**config.mk**
```make
export PLATFORM = sky130hd
export DESIGN_NAME = riscv_proc_lwb_queue
export DESIGN_NICKNAME = d
export VERILOG_FILES = /design/src/rtl/riscv_proc_lwb_pkg.sv /design/src/rtl/riscv_proc_lwb_fifo.sv /design/src/rtl/riscv_proc_lwb_queue.sv
export SDC_FILE = /design/constraint.sdc
export NUM_CORES = 1
export LEC_CHECK = 0
export CORE_ASPECT_RATIO = 2
export CORE_MARGIN = 1
export CORE_UTILIZATION = 55
export CTS_BUF_LIST = sky130_fd_sc_hd__clkbuf_16
export DETAILED_ROUTE_END_ITERATION = 16
export PLACE_DENSITY = 0.87
export RECOVER_POWER = 25
export SYNTH_ARGS = -nofsm -noshare
export SYNTH_HDL_FRONTEND = slang
export SYNTH_SLANG_ARGS = --single-unit
```
**constraint.sdc**
```tcl
create_clock -name clk -period 7 [get_ports clk]
set_input_delay 1.05 -clock clk [delete_from_list [all_inputs] [get_ports clk]]
set_output_delay 1.05 -clock clk [all_outputs]
set_load 0.02 [all_outputs]
```
**src/rtl/riscv_proc_lwb_pkg.sv**
```systemverilog
// Shared definitions for the long-latency writeback queue: tag width,
// result source encoding and the pointer-width helper.
package riscv_proc_lwb_pkg;

  localparam int TAG_W = 5;

  typedef enum logic {
    SRC_DIV = 1'b0,
    SRC_MUL = 1'b1
  } lwb_src_e;

  function automatic int lwb_ptr_w(input int depth);
    return $clog2(depth);
  endfunction

endpackage

```
**src/rtl/riscv_proc_lwb_fifo.sv**
```systemverilog
// Two-write, one-read circular buffer of {tag, data} entries with occupancy count.
// Writes must be compacted: wr1 is only meaningful when wr0 is also asserted.
module riscv_proc_lwb_fifo
  import riscv_proc_lwb_pkg::*;
#(
  parameter  int W     = 64,
  parameter  int DEPTH = 4,
  localparam int PW    = lwb_ptr_w(DEPTH)
) (
  input  logic             clk_i,
  input  logic             rst_ni,
  input  logic             wr0_en_i,
  input  logic [TAG_W-1:0] wr0_tag_i,
  input  logic [W-1:0]     wr0_data_i,
  input  logic             wr1_en_i,
  input  logic [TAG_W-1:0] wr1_tag_i,
  input  logic [W-1:0]     wr1_data_i,
  input  logic             rd_en_i,
  output logic [TAG_W-1:0] rd_tag_o,
  output logic [W-1:0]     rd_data_o,
  output logic [PW:0]      count_o
);

  logic [TAG_W-1:0] tag_q  [DEPTH];
  logic [W-1:0]     data_q [DEPTH];

  logic [PW-1:0] head_q, head_d;
  logic [PW-1:0] tail_q, tail_d;
  logic [PW-1:0] tail_p1;
  logic [PW:0]   count_q, count_d;

  assign tail_p1 = tail_q + PW'(1);

  always_comb begin
    head_d  = head_q + PW'(rd_en_i);
    tail_d  = tail_q + PW'(wr0_en_i) + PW'(wr1_en_i);
    count_d = count_q + (PW+1)'(wr0_en_i) + (PW+1)'(wr1_en_i) - (PW+1)'(rd_en_i);
  end

  always_ff @(posedge clk_i or negedge rst_ni) begin
    if (!rst_ni) begin
      head_q  <= '0;
      tail_q  <= '0;
      count_q <= '0;
    end else begin
      head_q  <= head_d;
      tail_q  <= tail_d;
      count_q <= count_d;
    end
  end

  // Entry storage carries no reset; an empty queue never exposes it.
  always_ff @(posedge clk_i) begin
    if (wr0_en_i) begin
      tag_q[tail_q]  <= wr0_tag_i;
      data_q[tail_q] <= wr0_data_i;
    end
    if (wr1_en_i) begin
      tag_q[tail_p1]  <= wr1_tag_i;
      data_q[tail_p1] <= wr1_data_i;
    end
  end

  assign rd_tag_o  = tag_q[head_q];
  assign rd_data_o = data_q[head_q];
  assign count_o   = count_q;

endmodule

```
**src/rtl/riscv_proc_lwb_queue.sv**
```systemverilog
// Long-latency writeback queue between div/mul result pulses and the regfile port.
// Optional same-cycle bypass when empty: define RISCV_LWB_BYPASS_EN.
module riscv_proc_lwb_queue
  import riscv_proc_lwb_pkg::*;
#(
  parameter int W     = 64,
  parameter int DEPTH = 4
) (
  input  logic             clk,
  input  logic             reset,
  input  logic             div_result_val,
  input  logic [TAG_W-1:0] div_result_tag,
  input  logic [W-1:0]     div_result_bits,
  input  logic             mul_result_val,
  input  logic [TAG_W-1:0] mul_result_tag,
  input  logic [W-1:0]     mul_result_bits,
  input  logic             wb_free,
  output logic             lwb_val,
  output logic [TAG_W-1:0] lwb_waddr,
  output logic [W-1:0]     lwb_wdata,
  output logic             lwb_rdy,
  output logic             lwb_overflow
);

  localparam int PW = lwb_ptr_w(DEPTH);

  logic             div_ok, mul_ok;
  logic             req_div, req_mul;
  logic             empty, deq;
  logic             byp_val;
  logic [TAG_W-1:0] byp_tag;
  logic [W-1:0]     byp_data;
  logic [PW:0]      count, space;
  logic             acc0, acc1, drop;
  lwb_src_e         slot0_src;
  logic [TAG_W-1:0] wr0_tag, head_tag;
  logic [W-1:0]     wr0_data, head_data;
  logic             ovf_q, ovf_d;

  // Tag 0 is x0: such results are dropped silently and never count as overflow.
  assign div_ok = div_result_val && (div_result_tag != '0);
  assign mul_ok = mul_result_val && (mul_result_tag != '0);

  assign empty = (count == '0);
  assign deq   = reset && !empty && wb_free;

`ifdef RISCV_LWB_BYPASS_EN
  assign byp_val  = reset && empty && wb_free && (div_ok || mul_ok);
  assign byp_tag  = div_ok ? div_result_tag  : mul_result_tag;
  assign byp_data = div_ok ? div_result_bits : mul_result_bits;
  assign req_div  = div_ok && !byp_val;
  assign req_mul  = mul_ok && !(byp_val && !div_ok);
`else
  assign byp_val  = 1'b0;
  assign byp_tag  = '0;
  assign byp_data = '0;
  assign req_div  = div_ok;
  assign req_mul  = mul_ok;
`endif

  // A dequeue in the same cycle frees a slot for an incoming result.
  assign space = (PW+1)'(DEPTH) - count + (PW+1)'(deq);

  always_comb begin
    acc0      = 1'b0;
    acc1      = 1'b0;
    drop      = 1'b0;
    slot0_src = req_div ? SRC_DIV : SRC_MUL;
    if (space >= (PW+1)'(2)) begin
      acc0 = req_div || req_mul;
      acc1 = req_div && req_mul;
    end else if (space == (PW+1)'(1)) begin
      acc0 = req_div || req_mul;
      drop = req_div && req_mul;
    end else begin
      drop = req_div || req_mul;
    end
  end

  assign wr0_tag  = (slot0_src == SRC_DIV) ? div_result_tag  : mul_result_tag;
  assign wr0_data = (slot0_src == SRC_DIV) ? div_result_bits : mul_result_bits;

  riscv_proc_lwb_fifo #(
    .W     (W),
    .DEPTH (DEPTH)
  ) u_fifo (
    .clk_i      (clk),
    .rst_ni     (reset),
    .wr0_en_i   (acc0),
    .wr0_tag_i  (wr0_tag),
    .wr0_data_i (wr0_data),
    .wr1_en_i   (acc1),
    .wr1_tag_i  (mul_result_tag),
    .wr1_data_i (mul_result_bits),
    .rd_en_i    (deq),
    .rd_tag_o   (head_tag),
    .rd_data_o  (head_data),
    .count_o    (count)
  );

  assign ovf_d = ovf_q || drop;

  always_ff @(posedge clk or negedge reset) begin
    if (!reset) begin
      ovf_q <= 1'b0;
    end else begin
      ovf_q <= ovf_d;
    end
  end

  assign lwb_val      = deq || byp_val;
  assign lwb_waddr    = byp_val ? byp_tag  : (empty ? '0 : head_tag);
  assign lwb_wdata    = byp_val ? byp_data : (empty ? '0 : head_data);
  assign lwb_rdy      = (((PW+1)'(DEPTH) - count) >= (PW+1)'(2));
  assign lwb_overflow = ovf_q;

endmodule

```
* Yosys cells after proc, flatten, opt, wreduce, memory -nomap -nowiden
Memories as Yosys holds them, arrays and structs flattened. Index checks and enable logic that the tools add are counted.
Cells by class: eq/ne operators 1, add/subtract/negate cells 9, order comparisons 2, mux-type cells 13, reduce and logical (&&, ||, !) cells 11
Operator list (number):
- two-way mux 64 bit | 2
- two-way mux 5 bit | 2
- nonzero test 5 bit | 2
- adder 3 x 1 -> 3 bit | 3
- two-way mux 1 bit | 9
- adder 2 x 1 -> 2 bit | 3
- greater-or-equal comparator 3 x 2 -> 1 bit, second input constant | 2
- logical AND 1 bit | 5
- == test 3 x 1 -> 1 bit, second input constant | 1
- logical NOT 3 bit | 1
- subtractor 3 x 1 -> 3 bit | 1
- subtractor 3 bit, first input constant | 1
- adder 2 x 1 -> 2 bit, second input constant | 1
- logical OR 1 bit | 2
- logical NOT 1 bit | 1
Word-level totals: memories 2, word-level logic and storage cells 42, input bits 143, memory bits (writable) 276, output and inout port bits 72, register bits 8
Memory list:
- u_fifo.data_q | words 4, width 64, rd ports 1, clocked after Yosys merged registers in 0, write ports 2, RTL line riscv_proc_lwb_fifo.sv:25 | logic [W-1:0] data_q [DEPTH];
- u_fifo.tag_q | words 4, width 5, rd ports 1, clocked after Yosys merged registers in 0, write ports 2, RTL line riscv_proc_lwb_fifo.sv:24 | logic [TAG_W-1:0] tag_q [DEPTH];

* Logic depth before layout (Yosys ltp)
word-level depth 11, depth in mapped cells 17, gate-level depth less buffers 15

* Hierarchy
A second synthesis with hierarchy kept.
Unflattened totals: cells, all modules 886, area total of the unflattened synthesis 15125.8 µm²
By module, submodules not included:
- riscv_proc_lwb_fifo | sequential area each 8463.1 µm², times used 1, area each 13620.6 µm², cells an instance 699
- riscv_proc_lwb_queue | sequential area each 25.0 µm², times used 1, area each 1505.2 µm², cells an instance 187

* Worst setup path after synthesis
No wires, ideal clock.
path type input -> register, start in wb_free, end mem u_fifo.data_q[0][0] (enable), path slack 0.526 ns, arrival time 5.954 ns, cell stages on the path 9, setup time 0.520 ns, data required time 6.480 ns, path buffers 1, path through nand2_1 -> nor2_1 -> ha_1 -> ha_1 -> xnor2_1 -> o221ai_2 -> buf_6 -> nand2b_1 -> o22ai_1
RTL lines:
- from (decl) | RTL line riscv_proc_lwb_queue.sv:17 | input logic wb_free,
- to (decl) | RTL line riscv_proc_lwb_fifo.sv:25

==> flow_summary.ini <==
[route]
drt-wirelength-per-cell_um = 26.9
viasPerCell = 6.78
drt_iter0_markers = 962
firstDrtPassIters = 6
drt-total-wl_um = 38500
ant_nets = 0
vias = 9710
drc = 0

[final_layout]
seqCellArea_um2 = 8500
final_util = 0.686
multi_input_area_um2 = 5130
area_growth_pct = 22.6
drive_above_1_share = 0.118
stdcell_count = 1432
nets = 1232
mostFrequentLayoutCells = o2bb2ai_1 (276), edfxtp_1 (276), clkdlybuf4s50_1 (164)
n_antenna_cell = 0
final.fill_count = 1702

[sta]
finalCritPeriodShare = 0.809
slew_headroom = -0.262
setup-violations-final = 0
skew_ns = 0.0111
fmaxAchievable_mhz = 177
finalCriticalPeriod_ns = 5.66
drv_slew = 32
tns_ns = 0
grt_setup_unrepaired = no
setup_slack_ns = 1.34
worstMarginPinSlew_ns = 1.88
finalHoldViolCount = 0

[critical_path]
critical_path.max_fanout = 25
worstPathCellList = dlygate4sd3_1 -> nand2_1 -> nor2_1 -> ha_1 -> ha_1 -> xnor2_1 -> o221ai_1 -> o21ai_1 -> buf_4 -> o2bb2ai_1
worstPathRequired_ns = 7.23
endpoint_kind = register
crit_family = compound AO/OA/AOI/OAI gates
max_stage_delay_ns = 1.31
critPathLaunchType = primary input
cp_num_buf_inv = 2
r2r_slack_ns = 1.77
cpMostUsedCell = ha_1
worstPathArrival_ns = 5.89
slowest_stage = o221ai_1
critical_path_class = primary input to register

[clocking]
cts.reportedPaths.clkPinSlew_ns = 0.07
postCtsHoldBufs = 0
cts.repair.resized = 0
cts_tree = yes
post_cts_buffers = 0
cts_buffers = 24
cts_root_buf = clkbuf_16
h-tree-depth = 1
max-clock-path-buffers = 3
insertion_delay_ns = 0.53
clock_sinks = 284

[grt]
grt_max_degree = 71
grt_pass1_vias = 10600
grt_first_pass_wirelength_um = 59100
antenna_found_initial = 0
grt_usage = 0.306
grt_overflow = 0

[place]
routabilityCongestion = 0.839
dp_cells = 1389
port_buffers = 214
dp_hpwl_um = 22700
dpl_worst_slack_ns = 1.81

[synth]
synth_edf_count = 276
async_flop_share = 0.0282
synthTopCellsByArea = edfxtp_1 (59%), o2bb2ai_1 (17%), mux4_2 (11%)
avgSynthCellArea_um2 = 15.4
ys_types = 32
synth_warnings = 0
synth-main-ff-cell = edfxtp_1
ys_ff_latch = 284
synth.yosys.seq_area_share = 0.606
syn_area_um2 = 14000
postSynthCellCount = 912
synth_nets = 1065
synth_top_cell_by_area = edfxtp_1
synth.top_cell.area_share = 0.592

[floorplan]
die_w_um = 115
core_um2 = 25000
io_pins = 215
dieArea_um2 = 26200
chipHeight_um = 228
start_util = 0.560
std_cell_rows = 82

[run_status]
status = complete, but fails checks
violations = capacitance limit, slew limit

[power_and_ir_drop]
power.leakage_nw = 5.59
ir_drop_mv = 0.344
p_total_mw = 8.15
p_per_area_nw_per_um2 = 475

[run]
drv_cap = 2

[worst_hold_path]
min_path_type = register to register
per-layer routing:
layer / wire length (um) / track usage / vias up / part of all wire
li1: - / - / 4115 / -
met1: 12500 / 0.347 / 4834 / 0.32
met2: 20500 / 0.525 / 618 / 0.53
met3: 3040 / 0.0412 / 143 / 0.079
met4: 2410 / 0.214 / 0 / 0.063
met5: 0 / 0 / - / 0
power by group:
| group | switching (mW) | leakage [nW] | total (mW) | internal [mW] |
|---|---|---|---|---|
| Sequential | 0.358 | 2.67 | 3.14 | 2.78 |
| Combinational | 2.10 | 2.53 | 3.73 | 1.63 |
| Clock | 0.593 | 0.383 | 1.28 | 0.687 |
metrics by stage:
stage / hold WS [ns] / cell area [um^2]
floorplan: 0.477 / 14000
CTS: 0.517 / 17200
global placement: 0.499 / 16500
detailed placement: 0.489 / 16500
finish: 0.519 / 17200
global route: 0.531 / 17200
flip-flops by register name, indices dropped and copies added (netlist names):
| signal | flops |
|---|---|
| u_fifo.data_q | 256 |
| u_fifo.tag_q | 20 |
| u_fifo.count_o | 3 |
| u_fifo.head_q | 2 |
| u_fifo.tail_q | 2 |
| lwb_overflow | 1 |
logic make-up (layout without fill, tap and decap cells):
family / after synthesis / count (layout) / share of synthesized area
compound gates: 290 / 290 / 0.181
xor+xnor: 5 / 5 / 0.00313
fa+ha+maj: 10 / 10 / 0.0105
buf+inv: 96 / 280 / 0.0326
flops: 284 / 284 / 0.606
mux: 69 / 69 / 0.111
simple gates: 158 / 158 / 0.0564
cells in the mapped netlist, types with 2 or more instances:
master / count
edfxtp_1: 276
o2bb2ai_1: 276
nand2_1: 74
nor2b_1: 70
mux4_2: 69
clkbuf_1: 46
buf_1: 16
buf_2: 14
buf_6: 9
dfrtp_1: 8
inv_1: 8
ha_1: 7
nor2_1: 6
o21ai_2: 4
xnor2_1: 4
buf_4: 3
fa_1: 3
nand2b_1: 2
o21ai_0: 2
o22ai_1: 2
or4_1: 2
area by class of cell:
type / instances / share of cell area
flip-flops and latches: 284 / 0.495
multi-input cells: 532 / 0.299
repair buffers: 229 / 0.137
clock buffers: 25 / 0.0364
well taps: 336 / 0.0245
clock inverters: 18 / 0.00685
inverters: 8 / 0.00175
worst paths after layout:
path	startpoint	to	depth (start not counted)
hold / removal	lwb_overflow$_DFF_PN0_	lwb_overflow$_DFF_PN0_	1
hold reg to reg	lwb_overflow$_DFF_PN0_	lwb_overflow$_DFF_PN0_	1
min in group asynchronous	reset	u_fifo.count_o[2]$_DFF_PN0_	1
max in group asynchronous	reset	u_fifo.head_q[0]$_DFF_PN0_	1
setup reg to reg	u_fifo.count_o[0]$_DFF_PN0_	u_fifo.data_q[3][51]$_DFFE_PP_	11
setup / recovery	reset	u_fifo.data_q[3][51]$_DFFE_PP_	10
Note: power is estimated with default switching activity, not from simulation.
